### config.mk
export PLATFORM = sky130hd
export DESIGN_NAME = dm_arbiter
export DESIGN_NICKNAME = d
export VERILOG_FILES = /design/src/rtl/dm_arbiter.sv
export SDC_FILE = /design/constraint.sdc
export NUM_CORES = 1
export LEC_CHECK = 0
export ABC_AREA = 1
export CAP_MARGIN = 10
export CELL_PAD_IN_SITES_DETAIL_PLACEMENT = 1
export CELL_PAD_IN_SITES_GLOBAL_PLACEMENT = 2
export CORE_ASPECT_RATIO = 0.6
export CORE_MARGIN = 4
export CORE_UTILIZATION = 22
export DETAILED_ROUTE_END_ITERATION = 10
export PLACE_DENSITY_LB_ADDON = 0.1
export SLEW_MARGIN = 20
export SYNTH_ARGS = -nofsm -noshare
export SYNTH_HDL_FRONTEND = slang
export SYNTH_SLANG_ARGS = --single-unit
### constraint.sdc
create_clock -name clk -period 2.25 [get_ports clk]
set_clock_uncertainty 0.1 [all_clocks]
set_input_delay 0.225 -clock clk [delete_from_list [all_inputs] [get_ports clk]]
set_output_delay 0.225 -clock clk [all_outputs]
set_load 0.05 [all_outputs]
### src/rtl/dm_arbiter.sv
`default_nettype none
// ============================================================================
//  Module      : dm_arbiter
//  Description : Two-master round-robin arbiter in front of the single-port
//                data memory; one registered access in flight at a time.
//                Define ARB_FIXED_PRIO_EN for fixed priority (master 0 wins).
//  Revision    : 1.0 - initial release
// ============================================================================
module dm_arbiter #(
    parameter int DEPTH_WORDS = 4096
) (
    input  logic        clk,
    input  logic        reset,
    input  logic        m0_req,
    input  logic [31:0] m0_addr,
    input  logic [31:0] m0_wdata,
    input  logic [3:0]  m0_byteen,
    output logic        m0_gnt,
    output logic        m0_rvalid,
    output logic [31:0] m0_rdata,
    output logic        m0_err,
    input  logic        m1_req,
    input  logic [31:0] m1_addr,
    input  logic [31:0] m1_wdata,
    input  logic [3:0]  m1_byteen,
    output logic        m1_gnt,
    output logic        m1_rvalid,
    output logic [31:0] m1_rdata,
    output logic        m1_err,
    output logic [31:0] mem_addr,
    output logic [31:0] mem_wdata,
    output logic [3:0]  mem_byteen,
    input  logic [31:0] mem_rdata,
    output logic        busy
);

    localparam logic [1:0]  c_ST_IDLE  = 2'd0;
    localparam logic [1:0]  c_ST_ISSUE = 2'd1;
    localparam logic [1:0]  c_ST_RESP  = 2'd2;
    localparam logic [30:0] c_DEPTH    = 31'(DEPTH_WORDS);

    logic [1:0]  r_state;
    logic [1:0]  w_state_next;
    logic        r_id;
    logic [3:0]  r_byteen;
    logic        r_oor;
    logic [31:0] r_mem_addr;
    logic [31:0] r_mem_wdata;
    logic        r_m0_gnt, r_m0_rvalid, r_m0_err;
    logic        r_m1_gnt, r_m1_rvalid, r_m1_err;
    logic [31:0] r_m0_rdata, r_m1_rdata;
    logic        r_busy;

    logic        w_m0_sel;
    logic        w_m0_win;
    logic        w_m1_win;
    logic [31:0] w_sel_addr;
    logic [31:0] w_sel_wdata;
    logic [3:0]  w_sel_byteen;
    logic        w_sel_oor;

`ifdef ARB_FIXED_PRIO_EN
    always_comb w_m0_sel = m0_req;
`else
    logic r_last;

    // Master 0 wins a tie only when master 1 was the last one served.
    always_comb w_m0_sel = m0_req && (!m1_req || r_last);
`endif

    always_comb begin
        w_m0_win     = 1'b0;
        w_m1_win     = 1'b0;
        w_state_next = r_state;
        case (r_state)
            c_ST_IDLE, c_ST_RESP: begin
                if (m0_req || m1_req) begin
                    w_m0_win     = w_m0_sel;
                    w_m1_win     = !w_m0_sel;
                    w_state_next = c_ST_ISSUE;
                end else begin
                    w_state_next = c_ST_IDLE;
                end
            end
            c_ST_ISSUE: w_state_next = c_ST_RESP;
            default:    w_state_next = c_ST_IDLE;
        endcase
        w_sel_addr   = w_m1_win ? m1_addr   : m0_addr;
        w_sel_wdata  = w_m1_win ? m1_wdata  : m0_wdata;
        w_sel_byteen = w_m1_win ? m1_byteen : m0_byteen;
        w_sel_oor    = ({1'b0, w_sel_addr[31:2]} >= c_DEPTH);
    end

    always_ff @(posedge clk) begin
        if (reset) begin
            r_state     <= c_ST_IDLE;
            r_id        <= 1'b0;
            r_byteen    <= 4'b0000;
            r_oor       <= 1'b0;
            r_mem_addr  <= 32'd0;
            r_mem_wdata <= 32'd0;
            r_m0_gnt    <= 1'b0;
            r_m0_rvalid <= 1'b0;
            r_m0_rdata  <= 32'd0;
            r_m0_err    <= 1'b0;
            r_m1_gnt    <= 1'b0;
            r_m1_rvalid <= 1'b0;
            r_m1_rdata  <= 32'd0;
            r_m1_err    <= 1'b0;
            r_busy      <= 1'b0;
`ifndef ARB_FIXED_PRIO_EN
            r_last      <= 1'b1;
`endif
        end else begin
            r_state     <= w_state_next;
            r_busy      <= (w_state_next != c_ST_IDLE);
            r_m0_gnt    <= w_m0_win;
            r_m1_gnt    <= w_m1_win;
            r_m0_rvalid <= 1'b0;
            r_m1_rvalid <= 1'b0;
            r_m0_err    <= 1'b0;
            r_m1_err    <= 1'b0;
            if (w_m0_win || w_m1_win) begin
                r_id        <= w_m1_win;
                r_byteen    <= w_sel_byteen;
                r_oor       <= w_sel_oor;
                r_mem_addr  <= {w_sel_addr[31:2], 2'b00};
                r_mem_wdata <= w_sel_wdata;
`ifndef ARB_FIXED_PRIO_EN
                r_last      <= w_m1_win;
`endif
            end
            // Capture the pre-write word at the end of the issue cycle.
            if (r_state == c_ST_ISSUE) begin
                if (r_id) begin
                    r_m1_rvalid <= 1'b1;
                    r_m1_rdata  <= r_oor ? 32'd0 : mem_rdata;
                    r_m1_err    <= r_oor;
                end else begin
                    r_m0_rvalid <= 1'b1;
                    r_m0_rdata  <= r_oor ? 32'd0 : mem_rdata;
                    r_m0_err    <= r_oor;
                end
            end
        end
    end

    // Gated by reset so an access aborted mid-issue never commits.
    assign mem_byteen = ((r_state == c_ST_ISSUE) && !r_oor) ? (r_byteen & {4{~reset}}) : 4'b0000;
    assign mem_addr   = r_mem_addr;
    assign mem_wdata  = r_mem_wdata;
    assign m0_gnt     = r_m0_gnt;
    assign m0_rvalid  = r_m0_rvalid;
    assign m0_rdata   = r_m0_rdata;
    assign m0_err     = r_m0_err;
    assign m1_gnt     = r_m1_gnt;
    assign m1_rvalid  = r_m1_rvalid;
    assign m1_rdata   = r_m1_rdata;
    assign m1_err     = r_m1_err;
    assign busy       = r_busy;

endmodule
`default_nettype wire

==> flow_summary.json, run 1 <==
{
  "status": "finished, final reports clean",
  "insertion_delay_ps": 430,
  "yosysSeqAreaShare_pct": 48.15,
  "drc": 0,
  "htreeDepth": 4,
  "cp-start-kind": "register",
  "grt_pass1_vias": 6402,
  "path_delay_family": "simple AND/OR/NAND/NOR gates",
  "syn_inst": 799,
  "path_max_fanout": 13,
  "worst_slew_pin_slew_ps": 585.6,
  "gp_congestion": 0.7384,
  "antenna_left": 0,
  "drt-initial-drc-count": 201,
  "finalSetupViolations": 0,
  "vias": 6357,
  "first_pass_iters": 5,
  "period_minus_slack_ps": 2049,
  "min_from": "m1_wdata[13]",
  "slew_headroom_pct": 60.84,
  "rr_startpoint": "r_state[0]$_SDFF_PP0_",
  "dp_hpwl_mm": 17.91,
  "fmax_ghz": 0.4881,
  "cts_hold_buf": 0,
  "root_buffer": "clkbuf_16",
  "hold_path_class": "primary input to register",
  "port_buffers": 304,
  "fill_cells": 3147,
  "grt_setup_unrepaired": "false",
  "synthesis.area_sq_um": 5904,
  "area.growth.synth_to_final_pct": 67.39,
  "cpPeakStageDelay_ps": 380,
  "io-pin-count": 311,
  "tritoncts": "done",
  "rrSetupSlack_ps": 620,
  "final_common_cell": "clkdlybuf4s50_1",
  "setup_tns_ps": 0,
  "clkTransAtPathRegs_ps": 60,
  "required_ps": 1920,
  "crit_top_cell": "nor2_1",
  "nets": 1254,
  "coreArea_sq_um": 26420,
  "slowest_stage": "dfxtp_2",
  "die_w_microns": 219.5,
  "vdd.ir_drop.worst_mv": 0.4283,
  "grt_max_degree": 81,
  "final_cell_mix": "clkdlybuf4s50_1 (300), dfxtp_1 (141), nand2_1 (137), nor2_1 (108), o21ai_0 (107)",
  "viasPerCell": 4.366,
  "critPathLaunch": "r_state[0]$_SDFF_PP0_",
  "power_mw": 7.709,
  "slew_viol_final": 0,
  "hold_viol": 0,
  "grt_pass1_wl_mm": 38.06,
  "synth.ff_latch_count": 142,
  "p_leak_nw": 4.189,
  "holdWs_ps": 267.4,
  "fin_crit_sh_pct": 91.05,
  "drt_wl_total_mm": 24.86,
  "grt_antenna_before_repair": 5,
  "grt.total_usage_pct": 16.60,
  "path_cells": "inv_4 > nor2_2 > inv_2 > nor2_1 > nand2_1 > nor2_1 > buf_4",
  "num_rows": 46,
  "yosys_warnings": 0,
  "arrival_ps": 1720,
  "p_per_area_nw_per_um2": 780.0,
  "syn_area_per_cell_sq_um": 7.390,
  "cp.buffers_inverters": 3,
  "overflow": 0,
  "die-area_sq_um": 29610,
  "wl_per_cell_microns": 17.08,
  "min_to": "mem_wdata[13]$_SDFFE_PP0P_",
  "cts.sinks": 142,
  "synthDistinctLibCells": 25,
  "numCtsBuffers": 17,
  "drv_cap": 0,
  "r2r-end": "r_oor$_SDFFE_PP0P_",
  "cts_setup_buffers": 0,
  "critPathKind": "register to output port",
  "crit_path_end_kind": "output port",
  "start_util_pct": 22.35,
  "reg2regPathDepth": 9,
  "cts_buffer_depth": 2,
  "die_h_microns": 134.9,
  "final_layout_size_suffix_gt1_share_pct": 6.404,
  "worstHoldPathCells": 3
}
## synth_stat cells (all sizes together)
master / instances / share of area, %
inv: 72 / 4.6
o21ai: 107 / 9.1
nor3: 3 / 0.25
o211a: 1 / 0.17
nand3b: 9 / 1.1
nor2: 112 / 7.4
nand2: 139 / 9.0
a21oi: 35 / 3.2
conb: 1 / 0.064
a31oi: 36 / 3.8
clkinv: 2 / 0.13
dfxtp: 142 / 48
clkbuf: 18 / 1.1
o211ai: 25 / 3.2
nand3: 53 / 4.5
buf: 44 / 4.3
## routing by layer
metal | global-route usage (%) | vias up | routed length (microns)
li1 | - | 3200 | -
met1 | 21.87 | 2954 | 11660
met2 | 24.18 | 165 | 10460
met3 | 7.691 | 32 | 2324
met4 | 5.121 | 6 | 378
met5 | 0 | - | 35
## cell families (layout without fill, tap and decap cells)
logic type,after synthesis,count (layout),share of synthesized area (%)
buf+inv,136,429,10.13
simple gates,316,316,22.27
compound gates,204,204,19.39
flops,142,142,48.15
other cells,1,5,0.06351
## registers in the layout, summed over array words and instances (netlist names), 2 cells and up
signal / flops
r_byteen: 4
r_state: 2
m0_rdata: 32
mem_addr: 30
mem_wdata: 32
m1_rdata: 32
## cell type report
| class | count | area (sq um) | share of cell area [%] |
|---|---|---|---|
| clock buffer | 19 | 452.9 | 4.583 |
| sequential | 142 | 2844 | 28.78 |
| timing repair buffer | 325 | 3253 | 32.92 |
| clock inverter | 11 | 116.4 | 1.177 |
| inverter | 74 | 281.5 | 2.848 |
| tap | 360 | 450.4 | 4.558 |
| multi-input combinational | 522 | 2477 | 25.07 |
| antenna | 3 | 7.507 | 0.07596 |
## metrics by stage
stage	worst slack (ps)	util, %	instances	cell area, sq um
2_1_floorplan	414.6	-	800	5908
3_3_place_gp	189.9	35.21	1423	9303
3_5_place_dp	171.6	35.21	1423	9303
4_1_cts	21.01	37.38	1453	9874
5_1_grt	77.08	37.39	1454	9878
6_report	201.3	37.41	1456	9883
## how the worst max path moves through the flow
stage / depth (start not counted) / end
final: 7 / mem_byteen[1]
after global routing: 7 / mem_byteen[2]
after CTS: 7 / mem_byteen[1]
after detailed placement: 11 / r_oor$_SDFFE_PP0P_
after global placement: 11 / r_oor$_SDFFE_PP0P_
after floorplan: 5 / mem_byteen[0]
## worst reg2reg max path, cell delays in order, from the launching register on
cell and delay (ps):
dfxtp_2 350, inv_4 160, nand2_4 170, buf_4 240, nand2_1 90, nand2_1 90
nor2_1 100, nand3_1 80, nor2_1 110, nor2_1 40
## timing repair
| item | in CTS | in global routing |
|---|---|---|
| endpoints found under the setup margin | 1 | 4 |
| pin swaps | 0 | 0 |
| resized for setup | 1 | 1 |
## power breakdown
group,switching (mW),total (mW),internal (mW)
Combinational,1.29,2.07,0.783
Clock,1.14,2.81,1.67
Sequential,0.101,2.82,2.72
Total,2.54,7.71,5.17
(Power assumes the default switching activity.)
==> run 2: changes to the inputs <==
CORE_UTILIZATION = 18   (was 22)
clock period = 1.7 ns   (was 2.25 ns; I/O delays follow)
==> flow_summary.json, run 2 (synthesis gave the netlist of run 1 again) <==
{
  "hold_viol": 0,
  "final_layout_size_suffix_gt1_share_pct": 22.66,
  "reg2regPathDepth": 8,
  "tritoncts": "done",
  "port_buffers": 304,
  "overflow": 0,
  "p_leak_nw": 4.633,
  "drt_wl_total_mm": 27.42,
  "grt_antenna_before_repair": 0,
  "worstHoldPathCells": 3,
  "grt_max_degree": 69,
  "clkTransAtPathRegs_ps": 70,
  "arrival_ps": 1440,
  "multiInputGateArea_sq_um": 2571,
  "cp-start-kind": "register",
  "num_rows": 51,
  "fill_cells": 3874,
  "die-area_sq_um": 35860,
  "cpPeakStageDelay_ps": 350,
  "htreeDepth": 4,
  "setup_tns_ps": -6.348,
  "wl_per_cell_microns": 17.60,
  "gp_congestion": 0.7219,
  "timing.final.ws_setup_ps": -5.392,
  "p_per_area_nw_per_um2": 1025,
  "vias": 6458,
  "path_cells": "inv_4 > nor2_4 > inv_2 > nor2_4 > nand2_4 > nor2_4 > buf_8",
  "place_ws_ps": -340.4,
  "grt_setup_unrepaired": "true",
  "nets": 1293,
  "start_util_pct": 18.25,
  "root_buffer": "clkbuf_16",
  "fin_cells": 1558,
  "grt.total_usage_pct": 14.81,
  "slew_viol_final": 0,
  "die_h_microns": 148.3,
  "first_pass_iters": 4,
  "cts.sinks": 142,
  "final_cell_mix": "buf_4 (177), clkdlybuf4s50_1 (167), dfxtp_1 (140), nand2_1 (132), o21ai_0 (107)",
  "insertion_delay_ps": 430,
  "coreArea_sq_um": 32350,
  "status": "finished with violations",
  "crit_path_end_kind": "output port",
  "fmax_ghz": 0.5864,
  "finalSetupViolations": 2,
  "postLayoutCoreUtil_pct": 31.32,
  "required_ps": 1430,
  "die_w_microns": 241.8,
  "drv_cap": 0,
  "final_common_cell": "buf_4",
  "numCtsBuffers": 17,
  "seq_area_sq_um": 2845,
  "path_max_fanout": 4,
  "failed_checks": "negative setup slack",
  "slowest_stage": "dfxtp_2",
  "vdd.ir_drop.worst_mv": 0.6676,
  "critPathKind": "register to output port",
  "area.growth.synth_to_final_pct": 71.60,
  "period_minus_slack_ps": 1705,
  "grt_pass1_wl_mm": 41.51,
  "fin_crit_sh_pct": 100.3,
  "drt-initial-drc-count": 294,
  "antenna_left": 0,
  "drc": 0,
  "io-pin-count": 311,
  "viasPerCell": 4.145,
  "dp.cells": 1516,
  "cts_buffer_depth": 2,
  "dp_hpwl_mm": 19.85,
  "hold_path_class": "primary input to register",
  "crit_top_cell": "nor2_4",
  "grt_pass1_vias": 6832,
  "diodes": 0
}
==> run 2: cell types whose count changed in the layout (fill, tap and decap cells not counted), moves of 5 or more <==
cell             delta
nor2_4              +6
buf_4             +157
clkinv_2            -5
buf_6               +5
clkdlybuf4s50_1   -133
nand2_1             -5
nor2_1              -7
==> run 2: path summary, 6_finish.rpt <==
| kind | startpoint | slack [ps] | to |
|---|---|---|---|
| setup / recovery | r_state[0]$_SDFF_PP0_ | -5 | mem_byteen[2] |
| hold reg to reg | mem_addr[11]$_SDFFE_PP0P_ | 400 | mem_addr[11]$_SDFFE_PP0P_ |
| setup reg to reg | r_state[0]$_SDFF_PP0_ | 80 | m1_rdata[7]$_SDFFE_PP0P_ |
| hold / removal | m1_wdata[7] | 210 | mem_wdata[7]$_SDFFE_PP0P_ |
==> run 2: worst max-delay path, delay by kind of cell, from the launching register on <==
kind / cells / cell delay (ps)
buffers and inverters: 3 / 240
flip-flops: 1 / 350
AND/OR/NAND/NOR: 4 / 400
==> run 2: final cells by class <==
class / instances / share of cell area (%)
Timing Repair Buffer: 363 / 32.79
Tap cell: 424 / 5.236
Inverter: 74 / 2.778
Clock inverter: 13 / 1.272
Clock buffer: 19 / 4.470
Sequential cell: 142 / 28.08
Multi-Input combinational cell: 523 / 25.38
==> run 2: per-layer routing <==
| metal | routed length (microns) | track usage [%] |
|---|---|---|
| met4 | 103 | 2.870 |
| met5 | 0 | 0 |
| met2 | 12650 | 23.57 |
| met1 | 13220 | 19.77 |
| met3 | 1437 | 4.991 |
==> run 2: per-stage QoR <==
step / power [mW] / hold slack (ps) / cell area [sq um]
after detailed placement: 6.631 / 387.2 / 9305
final: 10.38 / 205.3 / 10130
after CTS: 10.54 / 173.0 / 9941
after floorplan: 5.389 / 230.1 / 5908
after global placement: 6.630 / 381.8 / 9305
after global routing: 10.97 / 184.6 / 10130
==> run 2: where the power goes <==
group / switching (mW) / internal (mW) / total [mW]
Sequential: 0.142 / 3.60 / 3.74
Clock: 1.66 / 2.12 / 3.78
Combinational: 1.78 / 1.08 / 2.86
==> run 2: timing repair <==
| item | 4_1_cts | 5_1_grt |
|---|---|---|
| endpoints found under the setup margin | 4 | 7 |
| resized for setup | 13 | 26 |
| gates cloned | 0 | 3 |
| buffers inserted | 2 | 5 |
| pin swaps | 4 | 11 |
| hold endpoints to repair | 0 | 0 |
| hold buffers | 0 | 0 |
